<file path="src/rtl/alu_iterative.sv">
// Execute-stage integer ALU: single-cycle RV32I ops plus iterative unsigned
// multiply/divide, with registered result/flags and valid/ready on both sides.
module alu_iterative #(
  parameter int unsigned DATA_WIDTH = 32,
  localparam int unsigned SHAMT_WIDTH = $clog2(DATA_WIDTH)
) (
  input  logic                  clk,
  input  logic                  rst,
  input  logic                  in_valid,
  output logic                  in_ready,
  input  logic [3:0]            ALUctrl,
  input  logic [DATA_WIDTH-1:0] ALUop1,
  input  logic [DATA_WIDTH-1:0] ALUop2,
  output logic                  out_valid,
  input  logic                  out_ready,
  output logic [DATA_WIDTH-1:0] ALUout,
  output logic                  EQ,
  output logic                  LT,
  output logic                  LTU
);

  localparam logic [3:0] OP_ADD   = 4'b0000;
  localparam logic [3:0] OP_SUB   = 4'b0001;
  localparam logic [3:0] OP_AND   = 4'b0010;
  localparam logic [3:0] OP_OR    = 4'b0011;
  localparam logic [3:0] OP_XOR   = 4'b0100;
  localparam logic [3:0] OP_SLL   = 4'b0101;
  localparam logic [3:0] OP_SRL   = 4'b0110;
  localparam logic [3:0] OP_SRA   = 4'b0111;
  localparam logic [3:0] OP_SLT   = 4'b1000;
  localparam logic [3:0] OP_SLTU  = 4'b1001;
  localparam logic [3:0] OP_MUL   = 4'b1010;
  localparam logic [3:0] OP_MULHU = 4'b1011;
  localparam logic [3:0] OP_DIVU  = 4'b1100;
  localparam logic [3:0] OP_REMU  = 4'b1101;

  localparam logic [SHAMT_WIDTH-1:0] LAST_CNT = SHAMT_WIDTH'(DATA_WIDTH - 1);

  typedef enum logic [1:0] {
    ST_IDLE = 2'b00,
    ST_BUSY = 2'b01,
    ST_DONE = 2'b10
  } state_t;

  function automatic logic is_iter(input logic [3:0] ctrl);
    is_iter = (ctrl == OP_MUL) || (ctrl == OP_MULHU) ||
              (ctrl == OP_DIVU) || (ctrl == OP_REMU);
  endfunction

  function automatic logic is_mul(input logic [3:0] ctrl);
    is_mul = (ctrl == OP_MUL) || (ctrl == OP_MULHU);
  endfunction

  // {EQ, LT, LTU} for a pair of operands
  function automatic logic [2:0] cmp_flags(input logic [DATA_WIDTH-1:0] a,
                                           input logic [DATA_WIDTH-1:0] b);
    cmp_flags = {(a == b), ($signed(a) < $signed(b)), (a < b)};
  endfunction

  function automatic logic [DATA_WIDTH-1:0] alu_single(input logic [3:0]            ctrl,
                                                       input logic [DATA_WIDTH-1:0] a,
                                                       input logic [DATA_WIDTH-1:0] b);
    logic [SHAMT_WIDTH-1:0] sh;
    sh = b[SHAMT_WIDTH-1:0];
    case (ctrl)
      OP_ADD:  alu_single = a + b;
      OP_SUB:  alu_single = a - b;
      OP_AND:  alu_single = a & b;
      OP_OR:   alu_single = a | b;
      OP_XOR:  alu_single = a ^ b;
      OP_SLL:  alu_single = a << sh;
      OP_SRL:  alu_single = a >> sh;
      OP_SRA:  alu_single = $unsigned($signed(a) >>> sh);
      OP_SLT:  alu_single = {{(DATA_WIDTH-1){1'b0}}, ($signed(a) < $signed(b))};
      OP_SLTU: alu_single = {{(DATA_WIDTH-1){1'b0}}, (a < b)};
      default: alu_single = {DATA_WIDTH{1'b0}};
    endcase
  endfunction

  state_t                    state_r;
  state_t                    state_next_s;
  logic                      valid_r;
  logic [3:0]                op_r;
  logic [DATA_WIDTH-1:0]     a_r;
  logic [DATA_WIDTH-1:0]     b_r;
  logic [2*DATA_WIDTH-1:0]   work_r;
  logic [SHAMT_WIDTH-1:0]    cnt_r;
  logic [DATA_WIDTH-1:0]     result_r;
  logic                      eq_r;
  logic                      lt_r;
  logic                      ltu_r;

  logic                      accept_s;
  logic                      last_s;
  logic [DATA_WIDTH:0]       mul_sum_s;
  logic [DATA_WIDTH:0]       div_shift_s;
  logic                      div_ge_s;
  logic [DATA_WIDTH-1:0]     div_diff_s;
  logic [DATA_WIDTH-1:0]     div_rem_s;
  logic [2*DATA_WIDTH-1:0]   step_next_s;
  logic [DATA_WIDTH-1:0]     iter_result_s;

  assign in_ready  = (state_r == ST_IDLE) || ((state_r == ST_DONE) && out_ready);
  assign accept_s  = in_valid && in_ready;
  assign last_s    = (state_r == ST_BUSY) && (cnt_r == LAST_CNT);
  assign out_valid = valid_r;
  assign ALUout    = result_r;
  assign EQ        = eq_r;
  assign LT        = lt_r;
  assign LTU       = ltu_r;

  // Next-state decode; a consume in DONE re-enters as an IDLE acceptance
  always_comb begin
    state_next_s = state_r;
    case (state_r)
      ST_IDLE: begin
        if (in_valid) begin
          state_next_s = is_iter(ALUctrl) ? ST_BUSY : ST_DONE;
        end else begin
          state_next_s = ST_IDLE;
        end
      end
      ST_BUSY: begin
        if (last_s) begin
          state_next_s = ST_DONE;
        end else begin
          state_next_s = ST_BUSY;
        end
      end
      ST_DONE: begin
        if (out_ready && in_valid) begin
          state_next_s = is_iter(ALUctrl) ? ST_BUSY : ST_DONE;
        end else if (out_ready) begin
          state_next_s = ST_IDLE;
        end else begin
          state_next_s = ST_DONE;
        end
      end
      default: state_next_s = ST_IDLE;
    endcase
  end

  // One shift-add multiply step or one restoring-divide step on work_r.
  // Divide by zero needs no special case: every trial subtract succeeds,
  // so the quotient fills with ones and the dividend shifts into the remainder.
  always_comb begin
    mul_sum_s     = {1'b0, work_r[2*DATA_WIDTH-1:DATA_WIDTH]} +
                    (work_r[0] ? {1'b0, a_r} : {(DATA_WIDTH+1){1'b0}});
    div_shift_s   = {work_r[2*DATA_WIDTH-1:DATA_WIDTH], work_r[DATA_WIDTH-1]};
    div_ge_s      = (div_shift_s >= {1'b0, b_r});
    div_diff_s    = div_shift_s[DATA_WIDTH-1:0] - b_r;
    div_rem_s     = div_ge_s ? div_diff_s : div_shift_s[DATA_WIDTH-1:0];
    step_next_s   = {2*DATA_WIDTH{1'b0}};
    iter_result_s = {DATA_WIDTH{1'b0}};
    if (is_mul(op_r)) begin
      step_next_s = {mul_sum_s, work_r[DATA_WIDTH-1:1]};
    end else begin
      step_next_s = {div_rem_s, work_r[DATA_WIDTH-2:0], div_ge_s};
    end
    if ((op_r == OP_MUL) || (op_r == OP_DIVU)) begin
      iter_result_s = step_next_s[DATA_WIDTH-1:0];
    end else begin
      iter_result_s = step_next_s[2*DATA_WIDTH-1:DATA_WIDTH];
    end
  end

  // State and out_valid registers
  always_ff @(posedge clk or posedge rst) begin
    if (rst) begin
      state_r <= ST_IDLE;
      valid_r <= 1'b0;
    end else begin
      state_r <= state_next_s;
      valid_r <= (state_next_s == ST_DONE);
    end
  end

  // Operand capture, iteration datapath and registered result/flags
  always_ff @(posedge clk or posedge rst) begin
    if (rst) begin
      op_r     <= 4'b0000;
      a_r      <= {DATA_WIDTH{1'b0}};
      b_r      <= {DATA_WIDTH{1'b0}};
      work_r   <= {2*DATA_WIDTH{1'b0}};
      cnt_r    <= {SHAMT_WIDTH{1'b0}};
      result_r <= {DATA_WIDTH{1'b0}};
      eq_r     <= 1'b0;
      lt_r     <= 1'b0;
      ltu_r    <= 1'b0;
    end else if (accept_s) begin
      op_r  <= ALUctrl;
      a_r   <= ALUop1;
      b_r   <= ALUop2;
      cnt_r <= {SHAMT_WIDTH{1'b0}};
      if (is_iter(ALUctrl)) begin
        work_r <= is_mul(ALUctrl) ? {{DATA_WIDTH{1'b0}}, ALUop2}
                                  : {{DATA_WIDTH{1'b0}}, ALUop1};
      end else begin
        result_r              <= alu_single(ALUctrl, ALUop1, ALUop2);
        {eq_r, lt_r, ltu_r}   <= cmp_flags(ALUop1, ALUop2);
      end
    end else if (state_r == ST_BUSY) begin
      work_r <= step_next_s;
      cnt_r  <= cnt_r + SHAMT_WIDTH'(1);
      if (last_s) begin
        result_r            <= iter_result_s;
        {eq_r, lt_r, ltu_r} <= cmp_flags(a_r, b_r);
      end
    end
  end

endmodule

</file>
<file path="config.mk">
export PLATFORM = sky130hd
export DESIGN_NAME = alu_iterative
export DESIGN_NICKNAME = d
export VERILOG_FILES = /design/src/rtl/alu_iterative.sv
export SDC_FILE = /design/constraint.sdc
export NUM_CORES = 1
export LEC_CHECK = 0
export BUFFER_PORTS_ARGS = -buffer_cell sky130_fd_sc_hd__buf_2
export CORE_UTILIZATION = 45
export CTS_CLUSTER_SIZE = 16
export DETAILED_ROUTE_END_ITERATION = 6
export PLACE_DENSITY_LB_ADDON = 0.05
export SYNTH_ARGS = -nofsm -noshare
export SYNTH_HDL_FRONTEND = slang
export SYNTH_SLANG_ARGS = --single-unit
</file>
<file path="constraint.sdc">
create_clock -name clk -period 6.5 [get_ports clk]
set_input_delay 1.625 -clock clk [delete_from_list [all_inputs] [get_ports clk]]
set_output_delay 1.625 -clock clk [all_outputs]
set_load 0.05 [all_outputs]
</file>
Word level (Yosys, flattened, before mapping)
Cells that the tools add are included.

Word-level logic and storage cells: 100. Bits of input ports: 72. Output and inout port bits: 37. Register bits after elaboration: 175.

Equal/unequal tests: 24. Magnitude comparators: 5. Shift operators: 3. Bitwise operators: 3. Reduce and logical (&&, ||, !) cells: 16. Muxes and demuxes: 33. Add/sub/neg operators: 5.

Operators by type and width (count): $pmux W32 S10 (1); $mux W32 (8); $mux W64 (4); $lt A32 B32 Y1 (4); $eq A32 B32 Y1 (2); $sub A32 B32 Y32 (2); $eq A4 B4 Y1 const B (9); $add A32 B32 Y33 (1); $ge A33 B32 Y1 (1); $add A32 B32 Y32 (1); $and A32 B32 Y32 (1); $or A32 B32 Y32 (1); $shl A32 B5 Y32 (1); $shr A32 B5 Y32 (1); $sshr A32 B5 Y32 (1); $xor A32 B32 Y32 (1); $eq A4 B3 Y1 const B (4); $mux W1 (12); $mux W2 (5); $mux W5 (2); $eq A4 B2 Y1 const B (2); $logic_or A1 B1 Y1 (6); $pmux W2 S3 (1); $add A5 B1 Y5 const B (1); other kinds (12) (17).

Depth between registers and ports, before layout
Gate-level depths: netlist of run 1.

Word-level depth: 8. Depth in mapped cells: 18. Depth with buffers taken out: 15.

Worst setup path after synthesis of run 1
OpenSTA, ideal clock, no wires.

Kind: input port to flip-flop. From: in ALUop2[2]. To: reg result_r[17] (netlist: ALUout[17]). Path slack: 1.017 ns. Library setup time: 0.140 ns. Buffers on the path: 5. Data arrival time: 5.343 ns. Required time: 6.360 ns. Stages: 18. Cells stage by stage: buf_2 clkinv_1 buf_2 buf_2 buf_1 ha_1 clkbuf_1 nor2b_1 a2111o_1 and2_1 o31a_1 o21ba_2 or2_0 nand2_1 o31a_1 o221ai_1 a221oi_1 o211ai_1.

Word-level cells in the longest chain between the ends: 4. Elaborated cells on any way between the ends: 8. Classes of those cells: add/sub: 2; shift: 3; mux: 3.

Ends and longest elaborated chain: from (decl) (line 13) `input logic [DATA_WIDTH-1:0] ALUop2,`; $sub A32 B32 Y32, or another cell as far along (line 67) `OP_SUB: alu_single = a - b;`; $pmux W32 S10 (*) (line 65) `case (ctrl)`; $mux W32 (*) (line 195) `if (is_iter(ALUctrl)) begin`; $mux W32 (*) (line 190) `end else if (accept_s) begin`; to (signal assigned) (line 186) `result_r <= {DATA_WIDTH{1'b0}};`; to (signal assigned) (line 199) `result_r <= alu_single(ALUctrl, ALUop1, ALUop2);`; to (signal assigned) (line 206) `result_r <= iter_result_s;`; to (decl) (line 88) `logic [DATA_WIDTH-1:0] result_r;`.

Mark *: on every way between the ends. The rest lies on a longest branch, timed or not. The select of a mux whose other input is x is not followed. A chain may end at the register's enable or synchronous reset.

Final worst setup path of run 1
From: in ALUop2[0]. To: reg result_r[14] (netlist: ALUout[14]).

The elaborated chain is that of the path after synthesis.

==> results of run 1 <==
-- flip-flops by register name, summed over array words and instances, names as in the netlist --
signal     cells
work_r        64
ALUout        32
a_r           32
b_r           32
cnt_r          5
op_r           4
state_r        2
EQ             1
LT             1
LTU            1
out_valid      1
-- per-stage QoR --
step / instances / worst slack, ns
6_report: 3428 / 0.962
5_1_grt: 3427 / 0.795
4_1_cts: 3427 / 1.13
3_5_place_dp: 3395 / 0.597
3_3_place_gp: 3395 / 0.625
2_1_floorplan: 2832 / 0.130
-- cell usage in the layout (no fill, tap or decap), types with 57 or more instances in the layout --
master / n
nand2_1: 322
o21ai_0: 305
nor2_1: 293
a21oi_1: 249
ha_1: 198
dfrtp_1: 175
inv_1: 130
buf_2: 106
mux2i_1: 88
a21o_1: 57
-- layout make-up --
| class | instances | area, µm² |
|---|---|---|
| Clock inverter | 14 | 171 |
| Tap cell | 607 | 759 |
| Clock buffer | 18 | 429 |
| Inverter | 135 | 514 |
| Sequential cell | 175 | 4380 |
| Antenna cell | 1 | 2.50 |
| Multi-Input combinational cell | 2324 | 15700 |
| Timing Repair Buffer | 154 | 903 |
| Fill cell | 4715 | 23800 |
-- Yosys cell counts, drive strengths merged, types with 7 or more instances --
cell type / count / share of area [%]
nand2b: 23 / 0.67
inv: 132 / 2.3
nor4: 10 / 0.29
a221oi: 36 / 1.5
o31a: 8 / 0.33
mux2i: 88 / 4.1
or2: 10 / 0.29
buf: 48 / 1.1
nand3: 47 / 1.1
nand4: 24 / 0.70
nand2: 324 / 5.7
nor2b: 21 / 0.62
o31ai: 27 / 0.95
mux2: 9 / 0.47
dfrtp: 175 / 21
or3: 23 / 0.67
o311ai: 7 / 0.32
a21oi: 251 / 5.9
clkbuf: 150 / 2.6
nor3b: 8 / 0.28
xor2: 35 / 1.4
o21ai: 309 / 7.2
o21a: 14 / 0.49
o2111ai: 7 / 0.29
a22o: 20 / 0.82
and4: 7 / 0.29
o211ai: 36 / 1.3
and2: 40 / 1.2
a211o: 13 / 0.53
nor3: 47 / 1.1
ha: 198 / 12
a221o: 20 / 0.94
nor2: 296 / 5.2
o221ai: 13 / 0.53
a31oi: 26 / 0.79
mux4: 47 / 5.0
o22ai: 15 / 0.44
xnor2: 47 / 1.9
a21o: 57 / 2.0
o21bai: 21 / 0.74
and3: 16 / 0.47
nand3b: 7 / 0.25
a211oi: 46 / 1.6
a22oi: 7 / 0.25
-- routing by layer --
metal	up-vias	part of all wire (%)
li1	10300	-
met4	0	5.4
met2	1204	43
met1	11100	42
met3	212	8.9
met5	-	0
-- cells by family (layout without fill, tap and decap cells) --
kind of cell / Yosys count / in the layout
buffers and inverters: 333 / 321
muxes: 144 / 144
xor gates and xnor gates: 82 / 82
other: 0 / 1
adders and majority gates: 202 / 202
DFF: 175 / 175
AOI/OAI and AO/OA: 988 / 988
and+or+nand+nor: 908 / 908
-- power breakdown --
part           switching [µW]  internal [µW]  total [µW]  leakage (µW)
clock                     540            583        1120      0.000298
combinational            3110           1640        4750       0.00780
sequential                363           1440        1800       0.00221
total                    4010           3660        7670        0.0103
-- worst paths after layout --
check	start	slack, ns	to	cells after the start
worst max register to register	b_r[26]$_DFFE_PP0P_	1.99	ALUout[9]$_DFFE_PP0P_	14
max in group asynchronous	rst	4.03	b_r[31]$_DFFE_PP0P_	3
worst min register to register	work_r[14]$_DFFE_PP0P_	0.51	work_r[14]$_DFFE_PP0P_	2
worst min-delay path	work_r[14]$_DFFE_PP0P_	0.51	work_r[14]$_DFFE_PP0P_	2
worst max-delay path	ALUop2[0]	0.96	ALUout[14]$_DFFE_PP0P_	14
min in group asynchronous	rst	1.23	b_r[10]$_DFFE_PP0P_	2
-- worst reg2reg max path, stage by stage (launching register included) --
cell and delay [ns]:
dfrtp_1 0.36, inv_1 0.14, ha_1 0.35, a21o_1 0.22
a21o_1 0.17, a21oi_1 0.16, o21ai_0 0.12, a211oi_1 0.43
o21ai_0 0.26, a21oi_4 0.60, buf_4 0.48, mux2i_1 0.19
a211oi_1 0.50, o21ai_0 0.23, a31oi_1 0.24
==> impl_results.md, run 1 <==
* Status: complete, but fails checks
* Failing checks: design-rule violations
* Core footprint at around 47,000 µm²
* Placed inst area at 22,300 µm²
* Critical path endpoint category: flop
* Area of the die at between 40,000 and 50,000 µm²
* Initial Util at roughly 46%
* Antenna violations before repair at 2
* Leakage at about 0.010 µW
* Met1 Use GR at 53.2%
* Worst Path Buf+Inv at 3
* CTS tree: built
* Hold crit path type: reg2reg
* Finished Cell Area at 22,900 µm²
* Drc violations at 8
* H-tree level count at 4
* Max Freq at approximately 180 MHz
* Max rail drop VDD at between 0.0002 and 0.00025 V
* Worst-path maximum fanout at 40
* PortBufs at 108
* CP max stage delay at around 0.73 ns
* Ratio of cells with drive above 1 in the final layout at between 10% and 20%
* Num CTS Buffers at 17
* Post-CTS Setup Bufs at 0
* Post-synthesis simple-gate area fraction at roughly a fifth
* CTS clk-pin slew, worst paths at around 0.080 ns
* Area fraction in compound gates after synthesis at between 20% and 30%
* DR vias at 22,800
* Post-DP HPWL at between 70,000 and 80,000 µm
* RSZ-0062 raised after global routing: no
* GPL Wtd Cong at between 1 and 1.5
* Final hold viol count at 0
* Max stage delay cell, worst path: o21ai_0
* Clk root buf: clkbuf_16
* I/O pin count at about 110
* FP Rows at 79
* Grt peak-use layer: met2
* GRT Util Overall at about two fifths
* Clock tree buffer depth at 2
* #FFs+latches synth at between 150 and 200
* Hold Slack at 0.513 ns
* Worst path top cell family by delay: compound AO/OA/AOI/OAI gates
* Die Y at between 200 and 250 µm
* Data required time of the worst path at just under 7 ns
* Final antenna-violating net count at 0
* DRT Pass-1 Iters at 7
* XOR/XNOR Fraction of Synth Area at around 3.4%
* Period Utilization, post-route at ~85%
* Pin slew with the least headroom to its limit at 1.14 ns
* Fin crit period at 5.54 ns
* Final Skew at 0.0129 ns
* PwrDens at roughly 340 nW/µm²
* Met2 Usage GRT at approximately 60%
* Synthesized instance count at about 2,800
* Post-CTS sizing at 0
* Grt met3 use at between 7 and 8%
* Vias/cell at about 6.6
* Sink Count at about 180
* Crit path cell chain: buf_4 -> buf_4 -> inv_2 -> ha_1 -> nand2_1 -> o21ai_0 -> mux2i_1 -> nor2_1 -> o21ai_0 -> o21ai_0 -> o21ai_0 -> a21oi_1 -> a21oi_1 -> a31oi_1
* Largest family of logic cells by synthesized area: compound AO/OA/AOI/OAI gates
* Critical Path Source Type: input port
* Clk Latency, worst-skew pair at slightly below 0.5 ns
* Adder-cell share of the synthesized area at between 10% and 20%
* Pin count of the biggest net entering global routing at 101
* Synth Net Count at ~3,100
* Hold_buf cts at 0
* Mux contribution to synthesized area at about a tenth
* Routed len/inst at between 20 and 30 µm
* Post-synthesis sequential area ratio at approximately 20%
* Nets@finish at a little over 3,000
* Max Cap Violations at 0
* Yosys cell types at 81
* First-pass GRT wire length at approximately 140,000 µm
* Post-Route WL at between 90,000 and 100,000 µm
* Power Total at about 7700 µW
* YS warnings at 0
* Area delta synth->final at 7.23%
* Number of synthesized flops with an enable pin at 0
* Post-Syn Area at around 21,000 µm²
* Sum Neg Setup Slack at 0 ns
* Post-Syn Area per Cell at between 7 and 8 µm²
* Vias in the first global route at approximately 21,000
* Starting DRC count in detailed routing at between 2,000 and 3,000
* Worst setup path category: in2reg
* Final Util at about half
* Die X at about 220 µm
* Ys async rst share at 100%
* Final setup fails at 0
* Slew Viols, Final at 0
* Congestion Overflow GR at 0
* Worst path arrival time at roughly 5.9 ns
* Main flop type after synthesis: dfrtp_1
* Top cell by count, worst path: o21ai_0
* Headroom to the max-slew limit at between 20% and 30%
Note: power is estimated with default switching activity, not from simulation.
==> run 2, diff against run 1 <==
Settings changed: CORE_MARGIN set to 1.5, CORE_UTILIZATION 45 to 57.
==> run 2 against run 1 <==
Compared with the run above:
- the flow still finishes with violations (design-rule violations)
- core utilization is 13 points higher
- fmax up 9.0%
- clock power decreased by 5%
- final cell count fell by 4.2%
- register-to-register slack lost 0.43 ns
- power shrank 0.75%
- non-clock buffer count fell by 5
- largest power group unchanged
==> impl_results.md, run 2 (same netlist as run 1, synthesis figures left out) <==
* Status: complete, but fails checks
* Headroom to the max-slew limit at between 30% and 40%
* Top cell by count, worst path: o21ai_0
* Clk Latency, worst-skew pair at about 0.46 ns
* Clk root buf: clkbuf_16
* Post-CTS sizing at 0
* Min-delay src: work_r[4]$_DFFE_PP0P_
* Vias in the first global route at ~22,000
* Pin count of the biggest net entering global routing at 124
* Drc violations at 10
* Area delta synth->final at 6.09%
* PortBufs at 108
* Max rail drop VDD at 0.000178 V
* Worst Path Buf+Inv at 2
* Final hold viol count at 0
* Data required time of the worst path at ~6.8 ns
* Worst path arrival time at 5.42 ns
* Reg-to-Reg Start: work_r[0]$_DFFE_PP0P_
* Ratio of cells with drive above 1 in the final layout at between 9 and 10%
* Final antenna-violating net count at 0
* R2R cell count at 15
* Congestion Overflow GR at 0
* Multi-input combinational cell area at between 15,000 and 20,000 µm²
* Starting DRC count in detailed routing at ~3,300
* Slew Viols, Final at 0
* Max Freq at a little under 200 MHz
* Antenna violations before repair at 5
* Hold crit path type: reg2reg
* I/O pin count at between 100 and 150
* Leakage at slightly above 0.01 µW
* RR Endpoint: ALUout[25]$_DFFE_PP0P_
* Max reg flops at between 60 and 70
* Critical path endpoint category: flop
* Post-CTS Setup Bufs at 0
* CTS clk-pin slew, worst paths at approximately 0.08 ns
* Fillers at between 3,000 and 4,000
* Die X at about 200 µm
* Critical Path Source Type: input port
* Worst path top cell family by delay: compound AO/OA/AOI/OAI gates
* Hold worst-path end: work_r[4]$_DFFE_PP0P_
* PwrDens at between 300 and 400 nW/µm²
* Final Util at between 60% and 70%
* Most flop-heavy register: work_r
* Initial Util at between 50% and 60%
* Reg-to-reg slack, setup at 1.56 ns
* Routed len/inst at between 20 and 30 µm
* FF+latch area at 4380 µm²
* Die Y at roughly 200 µm
* Sink Count at 175
* Max stage delay cell, worst path: a2111oi_0
* Post-Route WL at roughly 90,000 µm
* CTS tree: built
* Most common cell after layout, fill and taps aside: nand2_1
* Hold path cells at 2
* Crit path cell chain: buf_4 -> inv_1 -> fa_1 -> nor2b_1 -> o21ai_0 -> a32oi_1 -> a31oi_1 -> nand2_1 -> a21boi_0 -> o21ai_0 -> xnor2_1 -> a2111oi_0 -> o221ai_1 -> o22a_1
* Clock tree buffer depth at 2
* RSZ-0062 raised after global routing: no
* GRT Util Overall at a little under half
* Nets@finish at about 3,000
* Final Skew at ~0.016 ns
* DRT Pass-1 Iters at 7
* H-tree level count at 4
* CP max stage delay at slightly below 0.6 ns
* Sum Neg Setup Slack at 0 ns
* Failing checks: design-rule violations
* Final setup fails at 0
* Hold_buf cts at 0
* DR vias at about 23,000
* Num CTS Buffers at 17
* Pin slew with the least headroom to its limit at between 1 and 1.5 ns
* Worst-path maximum fanout at 14
* First-pass GRT wire length at around 130,000 µm
* FP Rows at 70
* Commonest non-fill, non-tap cells in the layout: nand2_1 (322), o21ai_0 (305), nor2_1 (294)
* Max Cap Violations at 0
* Vias/cell at just over 7
* GPL Wtd Cong at between 1 and 1.5
* Fin crit period at roughly 5.1 ns
* Area of the die at roughly 39,000 µm²
* Period Utilization, post-route at 78.2%
* Core footprint at about 37,000 µm²
* Post-DP HPWL at 68,300 µm
* Worst setup path category: in2reg
==> run 2: cell types whose count changed in the layout (fill, tap and decap cells not counted), sizes merged <==
| cell | before | now |
|---|---|---|
| buf | 154 | 149 |
| clkinvlp | 0 | 2 |
| bufinv | 2 | 1 |
| clkinv | 6 | 5 |
==> run 2: metrics by stage <==
stage | cell area, µm² | hold WS (ns) | worst slack [ns] | std cells | power [µW]
after global placement | 22100 | 0.477 | 1.10 | 3251 | 6230
after floorplan | 21300 | 0.455 | 0.130 | 2832 | 5000
final | 22600 | 0.517 | 1.42 | 3284 | 7610
after global routing | 22600 | 0.542 | 1.35 | 3284 | 8020
after detailed placement | 22100 | 0.497 | 1.04 | 3251 | 6340
after CTS | 22600 | 0.515 | 1.49 | 3283 | 7420
==> run 2: how the worst max path moves through the flow <==
stage | from | end | slack, ns | depth (start not counted)
final | ALUop2[1] | ALUout[18]$_DFFE_PP0P_ | 1.42 | 14
after global routing | ALUop2[1] | ALUout[17]$_DFFE_PP0P_ | 1.35 | 14
after CTS | ALUop2[1] | ALUout[18]$_DFFE_PP0P_ | 1.49 | 14
after detailed placement | ALUop2[1] | ALUout[18]$_DFFE_PP0P_ | 1.04 | 14
after global placement | ALUop2[1] | ALUout[17]$_DFFE_PP0P_ | 1.10 | 14
after floorplan | rst | ALUout[0]$_DFFE_PP0P_ | 0.13 | 1
==> run 2: cell type report <==
type                       instances  share of cell area [%]
sequential                       175                    19.3
timing repair buffer             149                    3.76
clock buffer                      18                    1.94
tap                              468                    2.59
multi-input combinational       2324                    69.5
antenna                            1                  0.0111
inverter                         135                    2.27
clock inverter                    14                   0.635
==> run 2: layer usage <==
| layer | part of all wire, % | vias to the layer above | global-route usage [%] | wire length, µm |
|---|---|---|---|---|
| met2 | 43 | 1752 | 69.5 | 38600 |
| met4 | 6.8 | 4 | 27.0 | 6100 |
| met3 | 12 | 348 | 9.10 | 10900 |
| met5 | 0.021 | - | 0 | 19 |
| li1 | - | 10200 | - | - |
| met1 | 38 | 11100 | 61.3 | 34600 |
==> run 2: worst register-to-register path, cell delays in order, from the launching register on <==
cell      delay, ns
dfrtp_1        0.98
and2_1         0.24
ha_1           0.17
inv_1          0.06
fa_1           0.43
nand2b_1       0.21
a21oi_1        0.29
o221a_2        0.29
a221o_1        0.34
a22oi_1        0.15
a221o_1        0.39
o21ai_0        0.26
xnor2_1        0.10
o22ai_1        0.37
o22ai_1        0.23
a211o_1        0.32
==> run 2: where the power goes <==
part           leakage (µW)  switching [µW]  internal [µW]
logic               0.00777            3090           1630
clock network      0.000282             509            552
registers           0.00221             385           1440
total                0.0103            3990           3620
